<file path="src/rtl/show_state.sv">
// Plays back a latched sequence of 2-bit colours on a one-hot LED bank.
// Each colour is lit for ON_CYCLES clocks, then the bank goes dark for OFF_CYCLES clocks.
module show_state #(
   parameter int unsigned ON_CYCLES  = 6000000,
   parameter int unsigned OFF_CYCLES = 2000000
) (
   input  logic        clk,
   input  logic        rst,
   input  logic        en,
   input  logic [31:0] sequence_val,
   input  logic [3:0]  sequence_len,
   output logic [3:0]  led,
   output logic [1:0]  colour_out,
   output logic        colour_valid,
   output logic        busy,
   output logic        complete_show
);

   typedef enum logic [1:0] {StIdle, StOn, StOff, StDone} state_e;

   localparam logic [23:0] OnLoad  = 24'(ON_CYCLES - 1);
   localparam logic [23:0] OffLoad = 24'(OFF_CYCLES - 1);

   state_e      state_q;
   logic [31:0] seq_q;
   logic [3:0]  len_q;
   logic [3:0]  idx_q;
   logic [23:0] cnt_q;
   logic [1:0]  cur_colour;

   assign cur_colour = seq_q[{idx_q, 1'b0} +: 2];

   // Outputs are registered from the current state, so they trail the state by one edge.
   always_ff @(posedge clk) begin
      if (rst) begin
         state_q       <= StIdle;
         seq_q         <= '0;
         len_q         <= '0;
         idx_q         <= '0;
         cnt_q         <= '0;
         led           <= '0;
         colour_out    <= '0;
         colour_valid  <= 1'b0;
         busy          <= 1'b0;
         complete_show <= 1'b0;
      end else begin
         led           <= (state_q == StOn) ? (4'b0001 << cur_colour) : 4'b0000;
         colour_valid  <= (state_q == StOn);
         busy          <= (state_q == StOn) || (state_q == StOff);
         complete_show <= complete_show || (state_q == StDone);
         if (state_q == StOn) begin
            colour_out <= cur_colour;
         end

         case (state_q)
            StIdle: begin
               if (en) begin
                  seq_q   <= sequence_val;
                  len_q   <= sequence_len;
                  idx_q   <= '0;
                  cnt_q   <= OnLoad;
                  state_q <= (sequence_len == 4'd0) ? StDone : StOn;
               end
            end
            StOn: begin
               if (cnt_q == 24'd0) begin
                  cnt_q   <= OffLoad;
                  state_q <= StOff;
               end else begin
                  cnt_q <= cnt_q - 24'd1;
               end
            end
            StOff: begin
               if (cnt_q == 24'd0) begin
                  if (idx_q + 4'd1 == len_q) begin
                     state_q <= StDone;
                  end else begin
                     idx_q   <= idx_q + 4'd1;
                     cnt_q   <= OnLoad;
                     state_q <= StOn;
                  end
               end else begin
                  cnt_q <= cnt_q - 24'd1;
               end
            end
            StDone: begin
               state_q <= StDone;
            end
            default: state_q <= StIdle;
         endcase
      end
   end

endmodule

</file>
<file path="config.mk">
export PLATFORM = sky130hd
export DESIGN_NAME = show_state
export DESIGN_NICKNAME = d
export VERILOG_FILES = /design/src/rtl/show_state.sv
export SDC_FILE = /design/constraint.sdc
export NUM_CORES = 1
export LEC_CHECK = 0
export ABC_AREA = 1
export CAP_MARGIN = 15
export CORE_ASPECT_RATIO = 0.8
export CORE_MARGIN = 2
export CORE_UTILIZATION = 57
export DETAILED_ROUTE_END_ITERATION = 10
export PLACE_DENSITY = 0.78
export SYNTH_ARGS = -nofsm -noshare
export SYNTH_HDL_FRONTEND = slang
export SYNTH_SLANG_ARGS = --single-unit
</file>
<file path="constraint.sdc">
create_clock -name clk -period 2.4 [get_ports clk]
set_clock_uncertainty 0.2 [all_clocks]
set_input_delay 0.48 -clock clk [delete_from_list [all_inputs] [get_ports clk]]
set_output_delay 0.48 -clock clk [all_outputs]
set_load 0.005 [all_outputs]
</file>
==> results_dict.tcl, run 1 <==
set metrics [dict create \
    status "finished clean" \
    dp_hpwl_mm 7.89 \
    min_path_type "reg -> reg" \
    synth_most_common_cell "nand2_1" \
    critPathRequiredTime_ns 2.46 \
    path_clk_slew_ns 0.08 \
    setup_violations 0 \
    holdBufCountCts 0 \
    die-area_um2 8140 \
    wl_per_cell_um 13.5 \
    synthArstFlopShare 0 \
    ys_top_cells_by_count "nand2_1, nor2_1, dfxtp_1" \
    cts_max_level 3 \
    power_density_nw_per_um2 1270 \
    clk-insertion-delay-late_ns 0.36 \
    num_antenna_cells 0 \
    drtIter0Drc 280 \
    io_pins 48 \
    synthToLayoutAreaGrowth_pct 18.1 \
    slew_viol_final 0 \
    vias 4408 \
    drt_wl_total_mm 11.1 \
    place_area_um2 4810 \
    finalHoldViolations 0 \
    hold_end "seq_q[15]" \
    ys_ff_latch 75 \
    worstSetupPathType "reg -> reg" \
    syn_inst 681 \
    hold_path_depth 2 \
    rsz0062_at_grt "false" \
    timing.slew.headroom 0.617 \
    grt_overflow 0 \
    cts_tree "built" \
    grt.total_usage 0.290 \
    cts_sinks 75 \
    synth_area_per_cell_um2 6.22 \
    cts_setup_buffers 0 \
    critPathMaxFanout 16 \
    io_buffers 47 \
    grt_antenna_before_repair 0 \
    maxCapViolCount 0 \
    worst_ep_arrival_time_ns 2.17 \
    layout-drive-gt1-share 0.0805 \
    synth.distinct_cells 33 \
    start_util 0.581 \
    rows 28 \
    timing.final.crit_period_ns 2.10 \
    yosys.area.top_type "dfxtp_1" \
    setup_tns_ns 0 \
    finalPower_mw 6.36 \
    grt_pass1_wl_mm 18.6 \
    r2r_slack_ns 0.30 \
    die_h_um 81.1 \
    r2r_cells 12 \
    clock.fmax_mhz 476 \
    drtPass1Iterations 5 \
    first_global_vias 3921 \
    nNetsFinal 775 \
    hp-start "seq_q[15]" \
    synth_nets 727 \
    grt_max_degree 47 \
    synth_edf_count 0 \
    synth_ff_type "dfxtp_1" \
    ys_top_cells_by_area "dfxtp_1, nand2_1, nor2_1, o21ai_0, inv_1" \
    die_w_um 100 \
    clock_path_buffers 2 \
    drt.antenna.violating_nets 0 \
    end_kind "register" \
    via_per_inst 5.36 \
    synth_seq_area_share 0.355 \
    yosys_warnings 0 \
    finalInstanceArea_um2 5000 \
    coreArea_um2 7290 \
    fin_crit_sh 0.876 \
    r2r_start "state_q[0]" \
    gp_congestion 0.951 \
    fin_util 0.686 \
    route.detailed.drc 0 \
    root_buffer "clkbuf_8" \
    yosysTopAreaCellShare 0.355 \
    worstMarginPinSlew_ns 0.572 \
    p_leak_nw 2.31 \
    hold_slack_ns 0.250 \
    tritoncts.num_buffers 9 \
    synth_area_um2 4230 \
    ir_drop_uv 599 \
    cp-start-kind "register" \
    r2r-end "cnt_q[21]" \
]
==> cell usage in the layout, fill, tap and decap left out <==
master           Yosys  layout
o21ai_1              3       3
clkinv_2             1       3
clkbuf_8             0       9
clkdlybuf4s50_1      0      47
nand2_8              1       1
nand3b_1             1       1
ha_1                 7       7
nor2_2               6       5
xnor2_1              1       1
nand2_2              4       4
nor4_1               2       2
nand4_1             12      12
nor2_1             157     157
nand2_4              1       1
a21oi_1             21      21
nor3b_1              1       1
nand3_4              1       1
inv_1               64      64
nand3_2              2       2
nand3_1             46      46
a21oi_2              7       7
nand2_1            167     167
clkinv_4             0       2
o21ai_0             59      59
o22ai_1              6       6
inv_2                4       4
dfxtp_1             75      75
buf_4                1      16
inv_6                0       1
xor2_1               4       4
bufinv_16            0       1
clkinv_1             1       1
nor2_4               1       2
==> power breakdown <==
group          leakage, nW  internal (mW)  switching, mW  total [mW]
clock               0.0994          0.478          0.496       0.974
combinational         1.59           1.19           2.30        3.48
sequential           0.619           1.62          0.288        1.91
total                 2.31           3.28           3.08        6.36
==> registers in the layout, summed over array words and instances, names as in the netlist <==
name and cells:
state_q 2, colour_valid 1, busy 1, complete_show 1
colour_out 2, cnt_q 24, led 4, len_q 4
seq_q 32, idx_q 4
==> through the flow <==
stage               instances  setup WS, ns
floorplan                 681         0.380
global placement          808         0.112
detailed placement        808        0.0538
CTS                       823        0.0958
global route              823        0.0991
finish                    823         0.298
==> cell type report <==
type,instances,area (um2)
inverter,70,264
clock inverter,6,66.3
timing repair buffer,63,591
multi-input combinational,510,2340
clock buffer,9,124
sequential,75,1500
tap,90,113
fill,682,2290
==> critical path: stages, from the launching register on <==
cell and delay, ns:
dfxtp_1 0.38, inv_1 0.10, ha_1 0.28, inv_2 0.15, a21oi_1 0.06, nand3_1 0.07
nor2_1 0.05, nand2_2 0.10, nor2_2 0.06, nor2_4 0.33, nand2_1 0.10, nand2_1 0.07
nor2_1 0.05
==> how the worst max path moves through the flow <==
| stage | to | slack [ns] | start |
|---|---|---|---|
| after floorplan | cnt_q[7] | 0.38 | state_q[0] |
| after global placement | cnt_q[23] | 0.11 | en |
| after detailed placement | cnt_q[13] | 0.05 | en |
| after CTS | cnt_q[1] | 0.1 | state_q[0] |
| after global routing | colour_out[0] | 0.1 | idx_q[0] |
| final | cnt_q[21] | 0.30 | state_q[0] |
==> per-layer routing <==
layer,vias up,track usage,wire length [um]
met5,-,0,0
li1,2249,-,-
met1,1967,0.417,5290
met4,0,0.104,227
met2,172,0.432,4700
met3,20,0.0577,903
==> cell families after synthesis <==
| kind of cell | after synthesis | synth area share |
|---|---|---|
| compound gates | 96 | 0.121 |
| xor+xnor | 5 | 0.0103 |
| fa+ha+maj | 7 | 0.0207 |
| buf+inv | 96 | 0.0934 |
| flops | 75 | 0.355 |
| simple gates | 402 | 0.400 |
==> timing repair <==
action,4_1_cts,5_1_grt
hold endpoints to repair,0,0
gates resized for setup,0,1
endpoints found under the setup margin,0,15
(Power assumes the default switching activity.)
==> inputs of run 2 (changes only) <==
--- a/config.mk
+++ b/config.mk
@@ -7,11 +7,11 @@
 export LEC_CHECK = 0
 export ABC_AREA = 1
 export CAP_MARGIN = 15
-export CORE_ASPECT_RATIO = 0.8
+export CORE_ASPECT_RATIO = 0.9
 export CORE_MARGIN = 2
-export CORE_UTILIZATION = 57
+export CORE_UTILIZATION = 40
 export DETAILED_ROUTE_END_ITERATION = 10
-export PLACE_DENSITY = 0.78
+export PLACE_DENSITY = 0.57
 export SYNTH_ARGS = -nofsm -noshare
 export SYNTH_HDL_FRONTEND = slang
 export SYNTH_SLANG_ARGS = --single-unit
==> results_dict.tcl, run 2 (synthesized netlist as in run 1, its figures left out) <==
set metrics [dict create \
    top_register "seq_q" \
    cts_sinks 75 \
    clock.fmax_mhz 475 \
    min_path_type "reg -> reg" \
    drt_wl_total_mm 11.3 \
    power.internal_mw 3.53 \
    setup_violations 0 \
    ir_drop_uv 649 \
    max_stage_delay_ns 0.33 \
    drt.antenna.violating_nets 0 \
    maxCapViolCount 0 \
    route.detailed.drc 0 \
    pre_cts_ws_ns 0.0428 \
    grt_max_degree 57 \
    grt_pass1_wl_mm 18.9 \
    p_switching_mw 3.09 \
    fin_crit_sh 0.878 \
    die-area_um2 11400 \
    die_h_um 102 \
    cp_common_cell "nand2_1" \
    vias 4234 \
    holdBufCountCts 0 \
    root_buffer "clkbuf_16" \
    end_kind "register" \
    slew_viol_final 0 \
    drtIter0Drc 260 \
    nNetsFinal 774 \
    stdcell_count 862 \
    power_density_nw_per_um2 1280 \
    dp_hpwl_mm 7.97 \
    rows 35 \
    clk-insertion-delay-late_ns 0.34 \
    worstMarginPinSlew_ns 0.581 \
    first_global_vias 3820 \
    reg_top3 "seq_q (32), cnt_q (24)" \
    worst_ep_arrival_time_ns 2.18 \
    finalHoldViolations 0 \
    coreArea_um2 10300 \
    p_comb_frac 0.520 \
    status "finished clean" \
    setup_tns_ns 0 \
    layout-drive-gt1-share 0.0805 \
    regArea_um2 1500 \
    gp_congestion 0.941 \
    via_per_inst 4.91 \
    seq_power_share 0.289 \
    timing.slew.headroom 0.611 \
    worst_path_max_delay_cell "dfxtp_1" \
    nFillCells 1094 \
    largest_register_ffs 32 \
    grt_antenna_before_repair 0 \
    p_sw_frac 0.467 \
    clock_path_buffers 2 \
    io_buffers 47 \
    rsz0062_at_grt "false" \
    crit_chain "inv_1, ha_1, nand2_1, nor2_2, nand2_2, nor2_4, nand3_4, clkinv_2, nand2_4, nand2_8, nand2_1, a21oi_2" \
    grt_overflow 0 \
    grt.total_usage 0.207 \
    p_leak_nw 2.34 \
    multi_input_comb_area_um2 2340 \
    dpl.cell_count 846 \
    final_cell_mix "nand2_1, nor2_1, dfxtp_1, inv_1, o21ai_0" \
    setup_slack_ns 0.294 \
    cts_max_level 3 \
    cts_tree "built" \
    io_pins 48 \
    path_clk_slew_ns 0.06 \
    critPathRequiredTime_ns 2.47 \
    num_antenna_cells 0 \
    die_w_um 112 \
    power_frac_clock 0.192 \
    critPathMaxFanout 26 \
    worstSetupPathType "reg -> reg" \
    drtPass1Iterations 5 \
    final_common_cell "nand2_1" \
    synthToLayoutAreaGrowth_pct 21.8 \
    tritoncts.num_buffers 9 \
    start_util 0.411 \
    cp-start-kind "register" \
    timing.final.crit_period_ns 2.11 \
    wl_per_cell_um 13.1 \
]
-- run 2: cell count changes in the layout (fill, tap and decap cells not counted), sizes merged --
cell	change
buf	-1
bufinv	-1
clkbuf	+1
clkinv	-4
clkinvlp	+4
inv	+1
-- run 2: metal layers --
metal  vias to the layer above  track usage  routed length (um)
li1                       2248            -                   -
met1                      1877        0.302                5840
met2                        97        0.310                4690
met3                        12       0.0389                 661
met4                         0       0.0647                 144
met5                         -            0                   0
-- run 2: stage by stage --
stage                     utilization  power (mW)  hold WS, ns  area (um2)
after floorplan                     -        4.44        0.224        4230
after global placement          0.473        5.29        0.236        4870
after detailed placement        0.473        5.34        0.243        4870
after CTS                       0.500        6.64        0.252        5150
after global routing            0.501        7.26        0.279        5160
final                           0.501        6.63        0.248        5160
-- run 2: cell type report --
type	instances	share of cell area
clock buffer	10	0.0444
clock inverter	6	0.00946
inverter	70	0.0519
multi-input combinational	510	0.454
sequential	75	0.291
tap	129	0.0313
timing repair buffer	62	0.118
-- run 2: repair_timing --
item / 4_1_cts / 5_1_grt
gates resized for setup: 0 / 2
buffers inserted: 0 / 0
endpoints found under the setup margin: 0 / 21
-- run 2: path summary, 6_finish.rpt --
kind	cells after the start	to	slack [ns]	from
min reg2reg	2	seq_q[25]	0.25	seq_q[25]
max reg2reg	12	cnt_q[4]	0.29	cnt_q[0]
max	12	cnt_q[4]	0.29	cnt_q[0]
min	2	seq_q[25]	0.25	seq_q[25]
-- run 2: worst max-delay path: cells and delay by family, from the launching register on --
| kind | cells | cell delay [ns] |
|---|---|---|
| adder cells (fa/ha/maj) | 1 | 0.24 |
| flip-flops | 1 | 0.33 |
| buffers and inverters | 2 | 0.17 |
| AND/OR/NAND/NOR | 8 | 0.94 |
| AO/OA/AOI/OAI | 1 | 0.14 |
-- run 2: power by group through the flow --
stage	Combinational (mW)	Sequential [mW]	Clock [mW]
floorplan	2.59	1.85	0
global placement	3.37	1.92	0
detailed placement	3.41	1.93	0
CTS	3.43	1.91	1.31
global route	3.94	1.96	1.36
finish	3.44	1.91	1.27
==> inputs of run 3 (changes only) <==
--- a/config.mk
+++ b/config.mk
@@ -11,6 +11,7 @@
 export CORE_MARGIN = 2
 export CORE_UTILIZATION = 40
 export DETAILED_ROUTE_END_ITERATION = 10
+export MAX_ROUTING_LAYER = met4
 export PLACE_DENSITY = 0.57
 export SYNTH_ARGS = -nofsm -noshare
 export SYNTH_HDL_FRONTEND = slang
==> results_dict.tcl, run 3 (synthesized netlist as in run 1, its figures left out) <==
set metrics [dict create \
    status "finished clean" \
    min_path_type "reg -> reg" \
    largest_register_ffs 32 \
    seq_power_share 0.283 \
    power_density_nw_per_um2 1310 \
    root_buffer "clkbuf_16" \
    fin_crit_sh 0.878 \
    dpl.cell_count 846 \
    setup_slack_ns 0.293 \
    finalPower_mw 6.78 \
    worstMarginPinSlew_ns 0.576 \
    stdcell_count 861 \
    drt.antenna.violating_nets 0 \
    timing.final.crit_period_ns 2.11 \
    critPathRequiredTime_ns 2.47 \
    finalHoldViolations 0 \
    p_switching_mw 3.10 \
    fin_util 0.504 \
    die_h_um 102 \
    grt_max_degree 57 \
    tritoncts.num_buffers 9 \
    p_comb_frac 0.514 \
    drtPass1Iterations 4 \
    route.detailed.drc 0 \
    nFillCells 1101 \
    die_w_um 112 \
    final_common_cell "nand2_1" \
    cts_setup_buffers 0 \
    cts_sinks 75 \
    grt_pass1_wl_mm 19.6 \
    start_util 0.411 \
    cts_tree "built" \
    top_register "seq_q" \
    regArea_um2 1500 \
    p_sw_frac 0.458 \
    ctsResizeCount 0 \
    die-area_um2 11400 \
    worst_ep_arrival_time_ns 2.18 \
    io_pins 48 \
    dp_hpwl_mm 8.22 \
    timing.slew.headroom 0.615 \
    drt_wl_total_mm 11.6 \
    io_buffers 47 \
    via_per_inst 5.01 \
    final_cell_mix "nand2_1, nor2_1, dfxtp_1, inv_1, o21ai_0" \
    cts_max_level 3 \
    slew_viol_final 0 \
    setup_tns_ns 0 \
    end_kind "register" \
    wl_per_cell_um 13.5 \
    pre_cts_ws_ns 0.0348 \
    first_global_vias 4049 \
    coreArea_um2 10300 \
    nNetsFinal 774 \
    multi_input_comb_area_um2 2340 \
    power.internal_mw 3.68 \
    holdBufCountCts 0 \
    clock.fmax_mhz 475 \
    cp-start-kind "register" \
    rows 35 \
    finalInstanceArea_um2 5180 \
    gp_congestion 0.948 \
    p_leak_nw 2.36 \
    clock_path_buffers 2 \
    grt_overflow 0 \
    layout-drive-gt1-share 0.0806 \
    drtIter0Drc 180 \
    num_antenna_cells 0 \
    rsz0062_at_grt "false" \
    path_clk_slew_ns 0.06 \
    worstSetupPathType "reg -> reg" \
    setup_violations 0 \
    grt.total_usage 0.221 \
    power_frac_clock 0.203 \
    hold_slack_ns 0.251 \
    maxCapViolCount 0 \
    ir_drop_uv 826 \
    clk-insertion-delay-late_ns 0.34 \
    reg_top3 "seq_q (32), cnt_q (24)" \
    place_area_um2 4870 \
    synthToLayoutAreaGrowth_pct 22.4 \
    critPathMaxFanout 16 \
    vias 4313 \
    grt_antenna_before_repair 0 \
]
==> run 3: worst max-delay path, stage by stage, from the launching register on <==
cell     delay [ns]
dfxtp_1        0.40
inv_1          0.10
ha_1           0.29
inv_2          0.15
a21oi_1        0.05
nand3_1        0.07
nor2_1         0.05
nand2_2        0.10
nor2_2         0.06
nor2_4         0.31
nand2_1        0.12
a21oi_2        0.14
==> run 3: per-layer routing <==
layer  vias to the layer above  global-route usage  share of wire
li1                       2241                   -              -
met3                        17              0.0395          0.048
met2                        84               0.334           0.42
met5                         -                   -              0
met1                      1971               0.302           0.52
met4                         0              0.0685          0.014
==> run 3: worst paths after layout <==
kind	startpoint	to	slack, ns	cells past startpoint
max	state_q[0]	cnt_q[4]	0.29	11
min	seq_q[25]	seq_q[25]	0.25	2
max reg2reg	state_q[0]	cnt_q[4]	0.29	11
min reg2reg	seq_q[25]	seq_q[25]	0.25	2
==> run 3: power by group through the flow <==
stage / combinational [mW] / clock [mW] / sequential [mW]
2_1_floorplan: 2.59 / 0 / 1.85
3_3_place_gp: 3.38 / 0 / 1.92
3_5_place_dp: 3.44 / 0 / 1.93
4_1_cts: 3.46 / 1.42 / 1.91
5_1_grt: 4.01 / 1.46 / 1.96
6_report: 3.49 / 1.38 / 1.92
==> run 3: cell type report <==
class                      instances  area share
clock inverter                     4     0.00965
clock buffer                      11      0.0488
inverter                          70      0.0517
sequential                        75       0.290
multi-input combinational        510       0.452
timing repair buffer              62       0.117
tap                              129      0.0311
